**src/rtl/fp_pkg.sv**
```systemverilog
// Shared FSM/class types, operand classifier, canonical qNaN builder and flag indices.
// Latency: none, declarations only.
// Backpressure: not applicable.
package fp_pkg;

    typedef enum logic [1:0] {
        ST_IDLE,
        ST_MUL,
        ST_RND,
        ST_DONE
    } state_t;

    typedef enum logic [2:0] {
        CLS_ZERO,
        CLS_NORM,
        CLS_INF,
        CLS_QNAN,
        CLS_SNAN
    } op_class_t;

    // Bit positions inside flags = {invalid, overflow, underflow, inexact}
    localparam int FLG_INVALID   = 3;
    localparam int FLG_OVERFLOW  = 2;
    localparam int FLG_UNDERFLOW = 1;
    localparam int FLG_INEXACT   = 0;

    // Denormals (exp==0) are treated as zero regardless of fraction.
    function automatic op_class_t classify(input logic exp_zero,
                                           input logic exp_ones,
                                           input logic frac_zero,
                                           input logic frac_msb);
        op_class_t cls;
        if (exp_zero)
            cls = CLS_ZERO;
        else if (!exp_ones)
            cls = CLS_NORM;
        else if (frac_zero)
            cls = CLS_INF;
        else if (frac_msb)
            cls = CLS_QNAN;
        else
            cls = CLS_SNAN;
        return cls;
    endfunction

    // {0, all-ones exponent, 1, zeros}, right-aligned in 64 bits.
    function automatic logic [63:0] qnan_bits(input int exp_w, input int man_w);
        logic [63:0] v;
        v = ((64'd1 << exp_w) - 64'd1) << man_w;
        v = v | (64'd1 << (man_w - 1));
        return v;
    endfunction

endpackage

```
**src/rtl/fp_mant_seq_mul.sv**
```systemverilog
// Unsigned NxN sequential shift-add multiplier, one multiplier bit per cycle.
// Latency: N cycles after start; done is high in the cycle whose edge completes p.
// Backpressure: none; p holds until the next start.
module fp_mant_seq_mul #(
    parameter int N = 24
) (
    input  logic           clk,
    input  logic           rst,
    input  logic           start,
    input  logic [N-1:0]   a,
    input  logic [N-1:0]   b,
    output logic           busy,
    output logic           done,
    output logic [2*N-1:0] p
);

    localparam int CW = (N > 1) ? $clog2(N) : 1;

    logic [N-1:0]   mcand;
    logic [2*N-1:0] acc;
    logic [CW-1:0]  cnt;
    logic           busy_q;
    logic [N:0]     sum;

    // Upper half accumulates the multiplicand, lower half shifts the multiplier out.
    always_comb begin
        sum = {1'b0, acc[2*N-1:N]};
        if (acc[0])
            sum = {1'b0, acc[2*N-1:N]} + {1'b0, mcand};
    end

    assign done = busy_q && (cnt == CW'(N - 1));
    assign busy = busy_q;
    assign p    = acc;

    always_ff @(posedge clk) begin
        if (rst) begin
            mcand  <= '0;
            acc    <= '0;
            cnt    <= '0;
            busy_q <= 1'b0;
        end else if (start) begin
            mcand  <= a;
            acc    <= {{N{1'b0}}, b};
            cnt    <= '0;
            busy_q <= 1'b1;
        end else if (busy_q) begin
            acc <= {sum, acc[N-1:1]};
            cnt <= cnt + CW'(1);
            if (done)
                busy_q <= 1'b0;
        end
    end

endmodule

```
**src/rtl/fp_mul_pipe_rne.sv**
```systemverilog
// Floating-point multiplier with round-to-nearest-even and IEEE exception flags.
// Latency: MAN_W+3 cycles to out_valid for normal operands, 1 cycle for special operands.
// Backpressure: result held in DONE until out_ready; in_ready low whenever an op is in flight.
module fp_mul_pipe_rne
    import fp_pkg::*;
#(
    parameter int EXP_W = 8,
    parameter int MAN_W = 23,
    parameter int BIAS  = 2**(EXP_W-1) - 1,
    parameter int W     = 1 + EXP_W + MAN_W
) (
    input  logic         clk,
    input  logic         rst,
    input  logic         in_valid,
    output logic         in_ready,
    input  logic [W-1:0] a,
    input  logic [W-1:0] b,
    output logic         out_valid,
    input  logic         out_ready,
    output logic [W-1:0] c,
    output logic [3:0]   flags
);

    localparam int M   = MAN_W + 1;
    localparam int EW2 = EXP_W + 2;
    localparam logic [63:0]           QNAN64  = qnan_bits(EXP_W, MAN_W);
    localparam logic [W-1:0]          QNAN    = QNAN64[W-1:0];
    localparam logic signed [EW2-1:0] EXP_MAX = EW2'((1 << EXP_W) - 1);

    state_t state, state_nxt;

    logic [EXP_W-1:0] a_exp, b_exp;
    logic [MAN_W-1:0] a_frac, b_frac;
    op_class_t        a_cls, b_cls;
    logic             accept, special, sign_ab;
    logic             a_nan, b_nan, a_inf, b_inf, a_zero, b_zero;
    logic [W-1:0]     sp_c;
    logic [3:0]       sp_flags;

    logic signed [EW2-1:0] exp_sum, exp_q;
    logic                  sign_q;

    logic             mul_busy, mul_done;
    logic [2*M-1:0]   prod;

    assign a_exp  = a[W-2 -: EXP_W];
    assign b_exp  = b[W-2 -: EXP_W];
    assign a_frac = a[MAN_W-1:0];
    assign b_frac = b[MAN_W-1:0];

    assign a_cls = classify(a_exp == '0, &a_exp, a_frac == '0, a_frac[MAN_W-1]);
    assign b_cls = classify(b_exp == '0, &b_exp, b_frac == '0, b_frac[MAN_W-1]);

    assign a_nan  = (a_cls == CLS_QNAN) || (a_cls == CLS_SNAN);
    assign b_nan  = (b_cls == CLS_QNAN) || (b_cls == CLS_SNAN);
    assign a_inf  = (a_cls == CLS_INF);
    assign b_inf  = (b_cls == CLS_INF);
    assign a_zero = (a_cls == CLS_ZERO);
    assign b_zero = (b_cls == CLS_ZERO);

    assign sign_ab  = a[W-1] ^ b[W-1];
    assign special  = (a_cls != CLS_NORM) || (b_cls != CLS_NORM);
    assign in_ready = (state == ST_IDLE) && !rst && !mul_busy;
    assign accept   = in_valid && in_ready;
    assign out_valid = (state == ST_DONE);

    assign exp_sum = $signed({2'b00, a_exp}) + $signed({2'b00, b_exp}) - $signed(EW2'(BIAS));

    // Special-operand result; NaN takes priority over inf*zero, which beats plain inf/zero.
    always_comb begin
        sp_c     = '0;
        sp_flags = '0;
        if (a_nan || b_nan) begin
            sp_c = QNAN;
            sp_flags[FLG_INVALID] = (a_cls == CLS_SNAN) || (b_cls == CLS_SNAN);
        end else if ((a_inf && b_zero) || (a_zero && b_inf)) begin
            sp_c = QNAN;
            sp_flags[FLG_INVALID] = 1'b1;
        end else if (a_inf || b_inf) begin
            sp_c = {sign_ab, {EXP_W{1'b1}}, {MAN_W{1'b0}}};
        end else begin
            sp_c = {sign_ab, {(W-1){1'b0}}};
        end
    end

    fp_mant_seq_mul #(.N(M)) u_mant (
        .clk   (clk),
        .rst   (rst),
        .start (accept && !special),
        .a     ({1'b1, a_frac}),
        .b     ({1'b1, b_frac}),
        .busy  (mul_busy),
        .done  (mul_done),
        .p     (prod)
    );

    // Normalise, round-to-nearest-even, exponent range check.
    logic [2*M-1:0]        norm;
    logic signed [EW2-1:0] exp_n, exp_f;
    logic [MAN_W-1:0]      frac;
    logic [MAN_W:0]        frac_inc;
    logic                  guard, sticky, rnd_up;
    logic [W-1:0]          rnd_c;
    logic [3:0]            rnd_flags;

    always_comb begin
        norm      = prod[2*M-1] ? prod : {prod[2*M-2:0], 1'b0};
        exp_n     = exp_q + {{(EW2-1){1'b0}}, prod[2*M-1]};
        frac      = norm[2*M-2:M];
        guard     = norm[M-1];
        sticky    = |norm[M-2:0];
        rnd_up    = guard && (sticky || frac[0]);
        frac_inc  = {1'b0, frac} + {{MAN_W{1'b0}}, rnd_up};
        exp_f     = exp_n + {{(EW2-1){1'b0}}, frac_inc[MAN_W]};
        rnd_c     = {sign_q, exp_f[EXP_W-1:0], frac_inc[MAN_W-1:0]};
        rnd_flags = '0;
        rnd_flags[FLG_INEXACT] = guard || sticky;
        if (exp_f >= EXP_MAX) begin
            rnd_c = {sign_q, {EXP_W{1'b1}}, {MAN_W{1'b0}}};
            rnd_flags[FLG_OVERFLOW] = 1'b1;
            rnd_flags[FLG_INEXACT]  = 1'b1;
        end else if (exp_f[EW2-1] || (exp_f == '0)) begin
            rnd_c = {sign_q, {(W-1){1'b0}}};
            rnd_flags[FLG_UNDERFLOW] = 1'b1;
            rnd_flags[FLG_INEXACT]   = 1'b1;
        end
    end

    always_comb begin
        state_nxt = state;
        case (state)
            ST_IDLE: if (accept)    state_nxt = special ? ST_DONE : ST_MUL;
            ST_MUL:  if (mul_done)  state_nxt = ST_RND;
            ST_RND:                 state_nxt = ST_DONE;
            ST_DONE: if (out_ready) state_nxt = ST_IDLE;
            default:                state_nxt = ST_IDLE;
        endcase
    end

    always_ff @(posedge clk) begin
        if (rst)
            state <= ST_IDLE;
        else
            state <= state_nxt;
    end

    always_ff @(posedge clk) begin
        if (rst) begin
            c      <= '0;
            flags  <= '0;
            exp_q  <= '0;
            sign_q <= 1'b0;
        end else begin
            if (accept) begin
                exp_q  <= exp_sum;
                sign_q <= sign_ab;
                if (special) begin
                    c     <= sp_c;
                    flags <= sp_flags;
                end
            end
            if (state == ST_RND) begin
                c     <= rnd_c;
                flags <= rnd_flags;
            end
        end
    end

endmodule

```
**config.mk**
```make
export PLATFORM = sky130hd
export DESIGN_NAME = fp_mul_pipe_rne
export DESIGN_NICKNAME = d
export VERILOG_FILES = /design/src/rtl/fp_pkg.sv /design/src/rtl/fp_mant_seq_mul.sv /design/src/rtl/fp_mul_pipe_rne.sv
export SDC_FILE = /design/constraint.sdc
export NUM_CORES = 1
export LEC_CHECK = 0
export BUFFER_PORTS_ARGS = -buffer_cell sky130_fd_sc_hd__buf_2
export CORE_AREA = 2 2 120 122
export DETAILED_ROUTE_END_ITERATION = 8
export DIE_AREA = 0 0 122 124
export PLACE_DENSITY = 0.82
export RECOVER_POWER = 50
export SLEW_MARGIN = 15
export SYNTH_ARGS = -nofsm -noshare
export SYNTH_HDL_FRONTEND = slang
export SYNTH_SLANG_ARGS = --single-unit
```
**constraint.sdc**
```tcl
create_clock -name clk -period 4.6 [get_ports clk]
set_clock_uncertainty 0.15 [all_clocks]
set_input_delay 0.23 -clock clk [delete_from_list [all_inputs] [get_ports clk]]
set_output_delay 0.23 -clock clk [all_outputs]
set_load 0.005 [all_outputs]
```
# == Word-level counts from Yosys, hierarchy flattened ==
# Cells that the tools add are included.
# totals
register_bits,127
inputBits,68
out_inout_bits,38
elab_cells,112
# op_classes
addsub,7
n_lt_le_gt_ge,1
eq_ne,15
muxes,37
n_bitwise,1
n_reduce_logical,40
# ops
cell,count
32-bit 2-to-1 mux,5
31-bit 2-to-1 mux,3
24-bit 2-to-1 mux,2
47-bit 2-to-1 mux,1
23-bit logical NOT,2
3-bit 2-to-1 mux,11
24-bit by 24-bit adder with 25-bit output,1
25-bit 2-to-1 mux,1
23-bit by 1-bit adder with 24-bit output,1
23-bit OR reduction,1
10-bit by 1-bit adder with 10-bit output,2
8-bit logical NOT,2
8-bit AND reduction,2
3-bit by 2-bit equality test with 1-bit output (second input constant),4
10-bit by 9-bit >= comparator with 1-bit output (second input constant),1
10-bit logical NOT,1
1-bit logical OR,10
2-bit 2-to-1 mux,5
9-bit by 7-bit subtractor with 10-bit output (second input constant),1
8-bit by 8-bit adder with 9-bit output,1
1-bit logical AND,8
1-bit 2-to-1 mux,8
2-bit case mux with 4 select lines,1
3-bit equality test (second input constant),2
15 further kinds,25

# == Depth between registers and ports, before layout ==
# Gate-level depths: netlist of run 1.
# depth
depth_word,12
ltp_mapped,18
mapped_depth_nobuf,15

# == Modules after synthesis ==
# From an unflattened synthesis of run 1, not the netlist that was laid out.
# hier_totals
hier_cells,1012
area_unflattened_um2,8260.4
# modules_own_cells
mod,n_inst,cells_each,area_each_um2
fp_mant_seq_mul,1,530,4471.8
fp_mul_pipe_rne,1,482,3788.6

# == Least setup slack after synthesis of run 1 ==
# OpenSTA, ideal clock, no wires.
# synth_timing
path_kind,reg-to-reg
from,"register u_mant.acc[47], in the netlist u_mant.p[47]"
to,register c[5]
setup_ns,0.070
arrival_ns,3.644
required_ns,4.380
setup_slack_ns,0.735
stages_incl_launch_ff,18
path_buffers,7
cell_sequence,dfxtp_1 > buf_2 > buf_1 > buf_1 > clkbuf_1 > a21oi_1 > nand4b_1 > fa_1 > nor2b_1 > clkbuf_1 > and4b_1 > o21ai_1 > o31ai_1 > and3_1 > buf_2 > buf_4 > nand4b_1 > a21oi_1
# synth_via
elab_chain_len,11
elab_cells_between_ends,13
cone_classes,3 x add/sub; 1 x order compare; 4 x mux; 5 x reduce/logical
# synth_rtl
item,line_no,rtl
start: declaration,fp_mant_seq_mul.sv:20,logic [2*N-1:0] acc;
start signal: assignment,fp_mant_seq_mul.sv:44,"acc <= {{N{1'b0}}, b};"
start signal: assignment,fp_mant_seq_mul.sv:48,"acc <= {sum, acc[N-1:1]};"
"parallel branches: the longest is 9 deep, another holds 23-bit by 1-bit adder with 24-bit output",n/a,
31-bit 2-to-1 mux *,fp_mul_pipe_rne.sv:118,if (exp_f >= EXP_MAX) begin
32-bit 2-to-1 mux *,fp_mul_pipe_rne.sv:162,if (state == ST_RND) begin
end signal: assignment,fp_mul_pipe_rne.sv:158,c <= sp_c;
end signal: assignment,fp_mul_pipe_rne.sv:163,c <= rnd_c;
end: declaration,fp_mul_pipe_rne.sv:20,"output logic [W-1:0] c,"
# Mark *: on every way between the ends.
# A chain may end at the register's enable or synchronous reset.

# == Worst setup path in the final report of run 1 ==
# layout_timing
from,"register u_mant.acc[47], in the netlist u_mant.p[47]"
to,register c[4]
# Same word-level chain as after synthesis.

==> qor.txt, run 1 <==
TIMING
------------------------------------------------------------------------------------
Headroom to the max-slew limit ........................................      0.03319
Final Critical Period .................................................      4257 ps
Final TNS setup .......................................................         0 ps
Count of final max-slew check failures ................................            0
Pin slew with the least headroom to its limit .........................      1450 ps
# setup viols final ...................................................            0
Share of the cycle needed by the critical path after routing ..........       0.9254
Peak clock frequency supported by timing ..............................   0.2349 GHz
Setup repair after global routing missed its margin ...................           no
Number of hold violations in the final report .........................            0
Final worst hold slack ................................................     60.38 ps

GLOBAL ROUTING
------------------------------------------------------------------------------------
Wire length of the first global-routing pass ..........................     37.60 mm
Vias in the first global route ........................................        7,809
Maximum number of pins on one net before global-route repair ..........          101
Grt ovf ...............................................................            0
Overall Global Routing Usage ..........................................       0.3134
Initial antenna violation count .......................................            0

SETUP PATH
------------------------------------------------------------------------------------
Startpoint type of the worst setup path ...............................         flop
Logic depth of the worst path, buffers included .......................           16
Top cell family by delay on the critical path ......................... simple AND/OR/NAND/NOR gates
Minimum setup slack among reg-to-reg paths ............................       340 ps
Class of the most critical setup path .................................   reg -> reg
Crit path capture .....................................................         c[4]
Cell with the most instances on the worst path ........................        buf_4
Worst-path maximum fanout .............................................           23
Reg2Reg Depth .........................................................           16
Origin of the worst setup path ........................................ u_mant.p[47]
Worst path cell trace ................................................. buf_4, and2_0, o21ai_0, nor4_1, o2111a_2, nand4b_1, fa_1, nor2b_2, and4b_1, o21ai_1, o31ai_2, and3_1, buf_4, nor2b_1, a21oi_1, nor2_1
Max incr delay on CP ..................................................       530 ps
Critical Path Sink Type ...............................................         flop
WP data arrival .......................................................      4450 ps
Critical R2R Launch ................................................... u_mant.p[47]
Critical path required time ...........................................      4790 ps
Capture instance of the worst register-to-register path ...............         c[4]
Bufs and invs on worst path ...........................................            2
Master of the slowest instance on the critical path ...................         fa_1

ROUTING
------------------------------------------------------------------------------------
Routed wire per std cell ..............................................     17.76 um
Wire length on met2 ...................................................     11.41 mm
First-pass detailed-route iteration total .............................            5
Total Wirelength ......................................................     23.33 mm
Number of nets with antenna violations after routing ..................            0
Detailed Route Iter0 Violations .......................................          862
Met1 routed wirelength after detailed routing .........................     9.718 mm
Met3 WL post-DR .......................................................     1.402 mm
DR DRC count ..........................................................            0
Via-per-instance ratio ................................................        6.225
Uppermost routed layer ................................................         met4
Total via count in the routed design ..................................        8,179

LAYOUT
------------------------------------------------------------------------------------
Number of antenna repair diodes .......................................            0
Count of fill cells added during filler insertion .....................        1,092
Ratio of cells with drive above 1 in the final layout .................       0.1323
Area grow syn2layout ..................................................       20.71%
Number of nets at the end of the flow .................................        1,238
Cell Count, Final, Fillers Out ........................................        1,314

PLACE
------------------------------------------------------------------------------------
Number of instances in the placed design ..............................        1,236
HPWL reported at the end of detailed placement ........................     15.18 mm
Gpl congestion ........................................................       0.9889
IO buf count ..........................................................          105

LOGIC SYNTHESIS
------------------------------------------------------------------------------------
Avg Inst Size Synth ...................................................   7.948 um^2
Synthesized net count .................................................        1,115
Number of enable-type register cells in the synthesized netlist .......            0
Number of cells produced by synthesis .................................          999
Yosys cell types ......................................................           80
Share of flip-flops with an asynchronous set or reset after synthesis .            0
Post-synthesis sequential area ratio ..................................       0.3202
Commonest register cell after synthesis ...............................      dfxtp_1
Number of storage elements in the synthesis netlist ...................          127
Synthesized area ...................................................... 0.007940 mm^2
Ys Warns ..............................................................            0

CLOCK NETWORK
------------------------------------------------------------------------------------
Clock latency of the later-clocked register in the worst-skew pair ....       430 ps
Maximum clock insertion buffer count ..................................            2
Library cell used as clock root buffer ................................    clkbuf_16
Buffers inserted during post-CTS setup optimization ...................            0
Inserted Clock Buffers ................................................           17
TritonCTS sink count ..................................................          127
TritonCTS clock tree ..................................................          yes
Register clock-pin slew on the reported worst setup and hold paths ....        60 ps
CTS H-Tree Depth ......................................................            4

FLOORPLAN
------------------------------------------------------------------------------------
Initial core utilization ..............................................       0.5788
Chip Height ...........................................................       124 um
Count of pins on the block boundary ...................................          106
Die W .................................................................       122 um
Die footprint ......................................................... 0.01513 mm^2
Area of the core region ............................................... 0.01372 mm^2
Number of rows created at floorplan ...................................           43

PWR
------------------------------------------------------------------------------------
Power density normalized to cell area ................................. 391.9 mW/mm^2
Worst IR drop on VDD ..................................................     311.3 uV
Leakage power .........................................................     3.910 nW

STATUS
------------------------------------------------------------------------------------
Run status ............................................................ complete, no violations

WORST HOLD PATH
------------------------------------------------------------------------------------
Hold crit path type ...................................................    in -> reg

JOB
------------------------------------------------------------------------------------
Count of maximum capacitance violations ...............................            0

-- cell type report --
| type | instances | area, um^2 | area share |
|---|---|---|---|
| clock buffer | 17 | 425.4 | 0.04439 |
| clock inverter | 14 | 168.9 | 0.01762 |
| timing repair buffer | 170 | 1085 | 0.1132 |
| inverter | 28 | 105.1 | 0.01097 |
| sequential | 127 | 2546 | 0.2657 |
| multi-input combinational | 778 | 5029 | 0.5247 |
| tap | 180 | 225.2 | 0.02350 |
-- metal layers --
layer	vias to the layer above	GRT usage
met5	-	0
met4	0	0.1307
met3	83	0.06456
met2	361	0.5443
met1	3816	0.3779
li1	3919	-
-- worst register-to-register path, delay by kind of cell (launching register included) --
family,cells,cell delay (ps)
AND/OR/NAND/NOR,8,1750
flip-flops,1,460
buffers and inverters,2,510
AO/OA/AOI/OAI,5,770
adder cells (fa/ha/maj),1,530
-- kinds of logic (layout without fill, tap and decap cells) --
kind of cell    Yosys count  count (layout)  share of synthesized area
buf+inv                  94             229                    0.04743
flops                   127             127                     0.3202
xor+xnor                 39              39                    0.04302
simple gates            383             383                     0.2376
mux                      27              27                    0.03530
fa+ha+maj                48              48                    0.07847
compound gates          281             281                     0.2379
-- synthesized netlist by cell type (all sizes together) (4+ instances only) --
master / number / area (um^2)
ha: 45 / 563.0
buf: 18 / 91.34
a211oi: 31 / 232.7
nor4: 24 / 165.2
o21ai: 35 / 178.9
a221oi: 26 / 227.7
and3: 29 / 181.4
and2: 5 / 31.28
mux2: 5 / 60.05
a32oi: 11 / 96.34
nor3: 16 / 90.09
a21o: 14 / 105.1
nor2: 122 / 460.5
clkbuf: 48 / 180.2
xnor2: 26 / 227.7
nand4: 12 / 75.07
nand2: 102 / 382.9
nor2b: 13 / 81.33
o31ai: 5 / 51.30
a31oi: 16 / 106.4
dfxtp: 127 / 2542
or2: 6 / 37.54
a311oi: 4 / 35.03
or3: 5 / 36.28
nor3b: 7 / 52.55
a211o: 4 / 35.03
a21boi: 4 / 30.02
a22oi: 12 / 90.09
nand3: 18 / 100.1
xor2: 13 / 113.9
nand2b: 8 / 50.05
inv: 27 / 101.4
a21oi: 93 / 476.7
mux2i: 22 / 220.2
-- report_power, final --
part           leakage [nW]  switching (mW)  internal (mW)
logic                  2.60           0.608          0.414
clock network         0.277           0.526          0.847
registers              1.03           0.138           1.22
total                  3.91            1.27           2.48
-- what timing repair did --
| action | CTS | global route |
|---|---|---|
| hold buffers | 47 | 0 |
| endpoints found under the hold margin | 46 | 0 |
| resized for setup | 0 | 3 |
| setup endpoints to repair | 0 | 24 |
-- registers in the layout, summed over array words and instances, names as in the netlist --
register      count
sign_q            1
u_mant.p         48
state             2
flags             4
exp_q            10
u_mant.busy       1
u_mant.mcand     24
c                32
u_mant.cnt        5
-- through the flow --
stage	total power, mW	worst slack, ps	utilization	area, um^2
final	3.756	343.2	0.6986	9584
after global routing	3.931	38.76	0.6986	9584
after CTS	3.721	249.1	0.7015	9624
after detailed placement	2.330	277.4	0.6239	8559
after global placement	2.310	389.4	0.6239	8559
after floorplan	2.060	735.4	-	7940
-- how the worst min path moves through the flow --
stage	from	end	slack (ps)	cells past startpoint
global placement	c[5]	c[5]	300	2
global route	b[22]	u_mant.p[22]	70	3
CTS	b[22]	u_mant.p[22]	20	3
finish	b[22]	u_mant.p[22]	60	3
detailed placement	u_mant.mcand[8]	u_mant.mcand[8]	300	2
floorplan	a[0]	u_mant.mcand[0]	220	2
-- layout by cell type, fill, tap and decap left out, drive strengths merged, types with 4 or more instances in the layout --
master       netlist  final
or2                6      6
clkbuf            48     50
xor2              13     13
mux2i             22     22
o21ai             35     35
nor2             122    122
clkinv             1      6
a21o              14     14
a211o              4      4
a32oi             11     11
a311oi             4      4
nand2            102    102
a22oi             12     12
mux2               5      5
a21boi             4      4
a211oi            31     31
and2               5      5
or3                5      5
nor3              16     16
a31oi             16     16
dlygate4sd3        0     47
a21oi             93     93
ha                45     45
nand4             12     12
xnor2             26     26
nor3b              7      7
clkinvlp           0      5
o31ai              5      5
a221oi            26     26
nand3             18     18
nor2b             13     13
inv               27     28
nor4              24     24
nand2b             8      8
and3              29     29
dfxtp            127    127
buf               18     90
(Power assumes the default switching activity.)
==> inputs of run 2 (changes only) <==
==> config.mk (replaced) <==
export PLATFORM = sky130hd
export DESIGN_NAME = fp_mul_pipe_rne
export DESIGN_NICKNAME = d
export VERILOG_FILES = /design/src/rtl/fp_pkg.sv /design/src/rtl/fp_mant_seq_mul.sv /design/src/rtl/fp_mul_pipe_rne.sv
export SDC_FILE = /design/constraint.sdc
export NUM_CORES = 1
export LEC_CHECK = 0
export CORE_AREA = 2 2 119 121
export CTS_CLUSTER_DIAMETER = 60
export DETAILED_ROUTE_END_ITERATION = 8
export DIE_AREA = 0 0 121 123
export DONT_BUFFER_PORTS = 1
export PLACE_DENSITY = 0.76
export RECOVER_POWER = 50
export SYNTH_ARGS = -nofsm -noshare
export SYNTH_HDL_FRONTEND = slang
export SYNTH_SLANG_ARGS = --single-unit
==> run 2 against run 1 <==
Utilization shrank 2.6 points; clock-buffer cell count grew 2; largest cell class unchanged; clock power is essentially flat; critical path type unchanged; final area shrank 4.5%; worst hold slack lost 19 ps; final cell count shrank 7.3%; worst setup slack gained 75 ps; total power shrank 2.2%; flip-flop and latch count is the same; highest routed layer unchanged.
==> qor.txt, run 2 (synthesis gave the netlist of run 1 again) <==
TIMING
---------------------------------------------------------------------------------
Share of the cycle needed by the critical path after routing .......       0.9091   was 0.9254
Number of hold violations in the final report ......................            0   unchanged
Final TNS setup ....................................................         0 ps   unchanged
Headroom to the max-slew limit .....................................      0.03101   was 0.03319
Pin slew with the least headroom to its limit ......................      1453 ps   was 1450 ps
# setup viols final ................................................            0   unchanged
Setup repair after global routing missed its margin ................           no   unchanged
Final Critical Period ..............................................      4182 ps   was 4257 ps
Count of final max-slew check failures .............................            0   unchanged
Peak clock frequency supported by timing ...........................   0.2391 GHz   was 0.2349 GHz

SETUP PATH
---------------------------------------------------------------------------------
WP data arrival ....................................................      4400 ps   was 4450 ps
Worst-path maximum fanout ..........................................           31   was 23
Reg2Reg Depth ......................................................           16   unchanged
Critical R2R Launch ................................................ u_mant.p[47]   unchanged
Class of the most critical setup path ..............................   reg -> reg   unchanged
Critical Path Sink Type ............................................         flop   unchanged
Capture instance of the worst register-to-register path ............         c[4]   unchanged
Critical path required time ........................................      4820 ps   was 4790 ps
Minimum setup slack among reg-to-reg paths .........................       420 ps   was 340 ps
Startpoint type of the worst setup path ............................         flop   unchanged

GLOBAL ROUTING
---------------------------------------------------------------------------------
Vias in the first global route .....................................        7,523   was 7,809
Maximum number of pins on one net before global-route repair .......          100   was 101
Initial antenna violation count ....................................            0   unchanged
Grt ovf ............................................................            0   unchanged
Wire length of the first global-routing pass .......................     35.62 mm   was 37.60 mm
Overall Global Routing Usage .......................................       0.3016   was 0.3134

LAYOUT
---------------------------------------------------------------------------------
Final core utilization .............................................       0.6727   was 0.6986
Number of nets at the end of the flow ..............................        1,142   was 1,238
Ratio of cells with drive above 1 in the final layout ..............      0.07418   was 0.1323
Number of antenna repair diodes ....................................            0   unchanged
Area grow syn2layout ...............................................       15.32%   was 20.71%
Leading cell type in the layout, fill and taps excluded ............      dfxtp_1   unchanged
Highest-count cells in the layout ignoring fill and taps ........... dfxtp_1, nor2_1, nand2_1   unchanged
Count of fill cells added during filler insertion ..................        1,116   was 1,092
Max FFs per register ...............................................           48   unchanged

PWR
---------------------------------------------------------------------------------
Leakage power ......................................................     3.617 nW   was 3.910 nW
Worst IR drop on VDD ...............................................     393.3 uV   was 311.3 uV
Power density normalized to cell area .............................. 401.2 mW/mm^2   was 391.9 mW/mm^2

CLOCK NETWORK
---------------------------------------------------------------------------------
CTS H-Tree Depth ...................................................            4   unchanged
Library cell used as clock root buffer .............................    clkbuf_16   unchanged
Register clock-pin slew on the reported worst setup and hold paths .        60 ps   about the same
Buffers inserted during post-CTS setup optimization ................            0   unchanged
TritonCTS clock tree ...............................................          yes   unchanged
Maximum clock insertion buffer count ...............................            2   unchanged
Inserted Clock Buffers .............................................           17   unchanged
TritonCTS sink count ...............................................          127   unchanged
Clock latency of the later-clocked register in the worst-skew pair .       440 ps   was 430 ps

WORST HOLD PATH
---------------------------------------------------------------------------------
Beginning of the worst hold path ...................................          rst   was b[22]
Hold crit path type ................................................    in -> reg   unchanged
Min-Delay Path Depth ...............................................            2   was 3
Destination of the worst hold path .................................     exp_q[9]   was u_mant.p[22]

ROUTING
---------------------------------------------------------------------------------
Routed wire per std cell ...........................................     18.23 um   was 17.76 um
Total Wirelength ...................................................     22.20 mm   was 23.33 mm
Total via count in the routed design ...............................        7,745   was 8,179
First-pass detailed-route iteration total ..........................            7   was 5
Detailed Route Iter0 Violations ....................................          691   was 862
Number of nets with antenna violations after routing ...............            0   unchanged
DR DRC count .......................................................            0   unchanged
Via-per-instance ratio .............................................        6.359   was 6.225

STATUS
---------------------------------------------------------------------------------
Run status ......................................................... complete, no violations   unchanged

FLOORPLAN
---------------------------------------------------------------------------------
Area of the core region ............................................ 0.01361 mm^2   was 0.01372 mm^2
Die W ..............................................................       121 um   was 122 um
Count of pins on the block boundary ................................          106   unchanged
Initial core utilization ...........................................       0.5833   was 0.5788
Chip Height ........................................................       123 um   was 124 um
Die footprint ...................................................... 0.01488 mm^2   was 0.01513 mm^2
Number of rows created at floorplan ................................           43   unchanged

PLACE
---------------------------------------------------------------------------------
Gpl congestion .....................................................       0.9213   was 0.9889
HPWL reported at the end of detailed placement .....................     14.89 mm   was 15.18 mm
IO buf count .......................................................            0   was 105

JOB
---------------------------------------------------------------------------------
Count of maximum capacitance violations ............................            0   unchanged

[run 2: final cells by class]
class,count,area (um^2),area share
Tap cell,180,225.2,0.02460
Inverter,28,105.1,0.01148
Sequential cell,127,2544,0.2778
Timing Repair Buffer,74,690.7,0.07543
Clock inverter,12,136.4,0.01489
Multi-Input combinational cell,778,5012,0.5474
Clock buffer,19,442.9,0.04837
[run 2: metal layers]
layer  track usage  share of wire  vias to the layer above
met2        0.5137           0.49                      310
met5             0              0                        -
met4        0.1403          0.034                        0
met3       0.08764          0.070                       77
met1        0.3501           0.41                     3637
li1              -              -                     3721
[run 2: critical path, cell delays in order (launching register included)]
cell and delay [ps]:
dfxtp_2 470, buf_4 360, mux2_2 240, nand3_2 120, nor4_1 220, o2111a_2 290, nand4b_1 180, fa_1 510
nor2b_2 280, and4b_1 230, o21ai_1 70, o31ai_2 170, and3_1 230, buf_4 270, nor2b_1 170, a21oi_1 50
nor2_1 80
[run 2: repair_timing]
item,4_1_cts,5_1_grt
endpoints found under the hold margin,106,0
resized for setup,0,2
hold buffers,52,0
endpoints found under the setup margin,0,23
[run 2: report_power, final]
part,leakage (nW),switching [mW],internal [mW]
Sequential,1.03,0.123,1.22
Combinational,2.31,0.591,0.398
Clock,0.276,0.526,0.811
[run 2: how the worst max path moves through the flow]
stage,startpoint,endpoint,slack [ps],depth (start not counted)
floorplan,u_mant.p[47],c[5],740,17
global placement,u_mant.p[47],c[4],440,16
detailed placement,u_mant.p[47],c[4],300,16
CTS,u_mant.p[47],c[4],270,16
global route,u_mant.p[47],c[14],110,15
finish,u_mant.p[47],c[4],420,16
[run 2: per-stage QoR]
stage | instance area [um^2] | setup slack, ps | hold slack, ps | instances | total power, mW
3_3_place_gp | 8063 | 440.6 | 158.3 | 1135 | 2.257
2_1_floorplan | 7940 | 735.4 | 216.0 | 999 | 2.060
3_5_place_dp | 8063 | 301.6 | 154.6 | 1135 | 2.271
4_1_cts | 9180 | 272.4 | 29.10 | 1218 | 3.661
5_1_grt | 9156 | 111.1 | 55.58 | 1218 | 3.860
6_report | 9156 | 418.2 | 41.70 | 1218 | 3.674
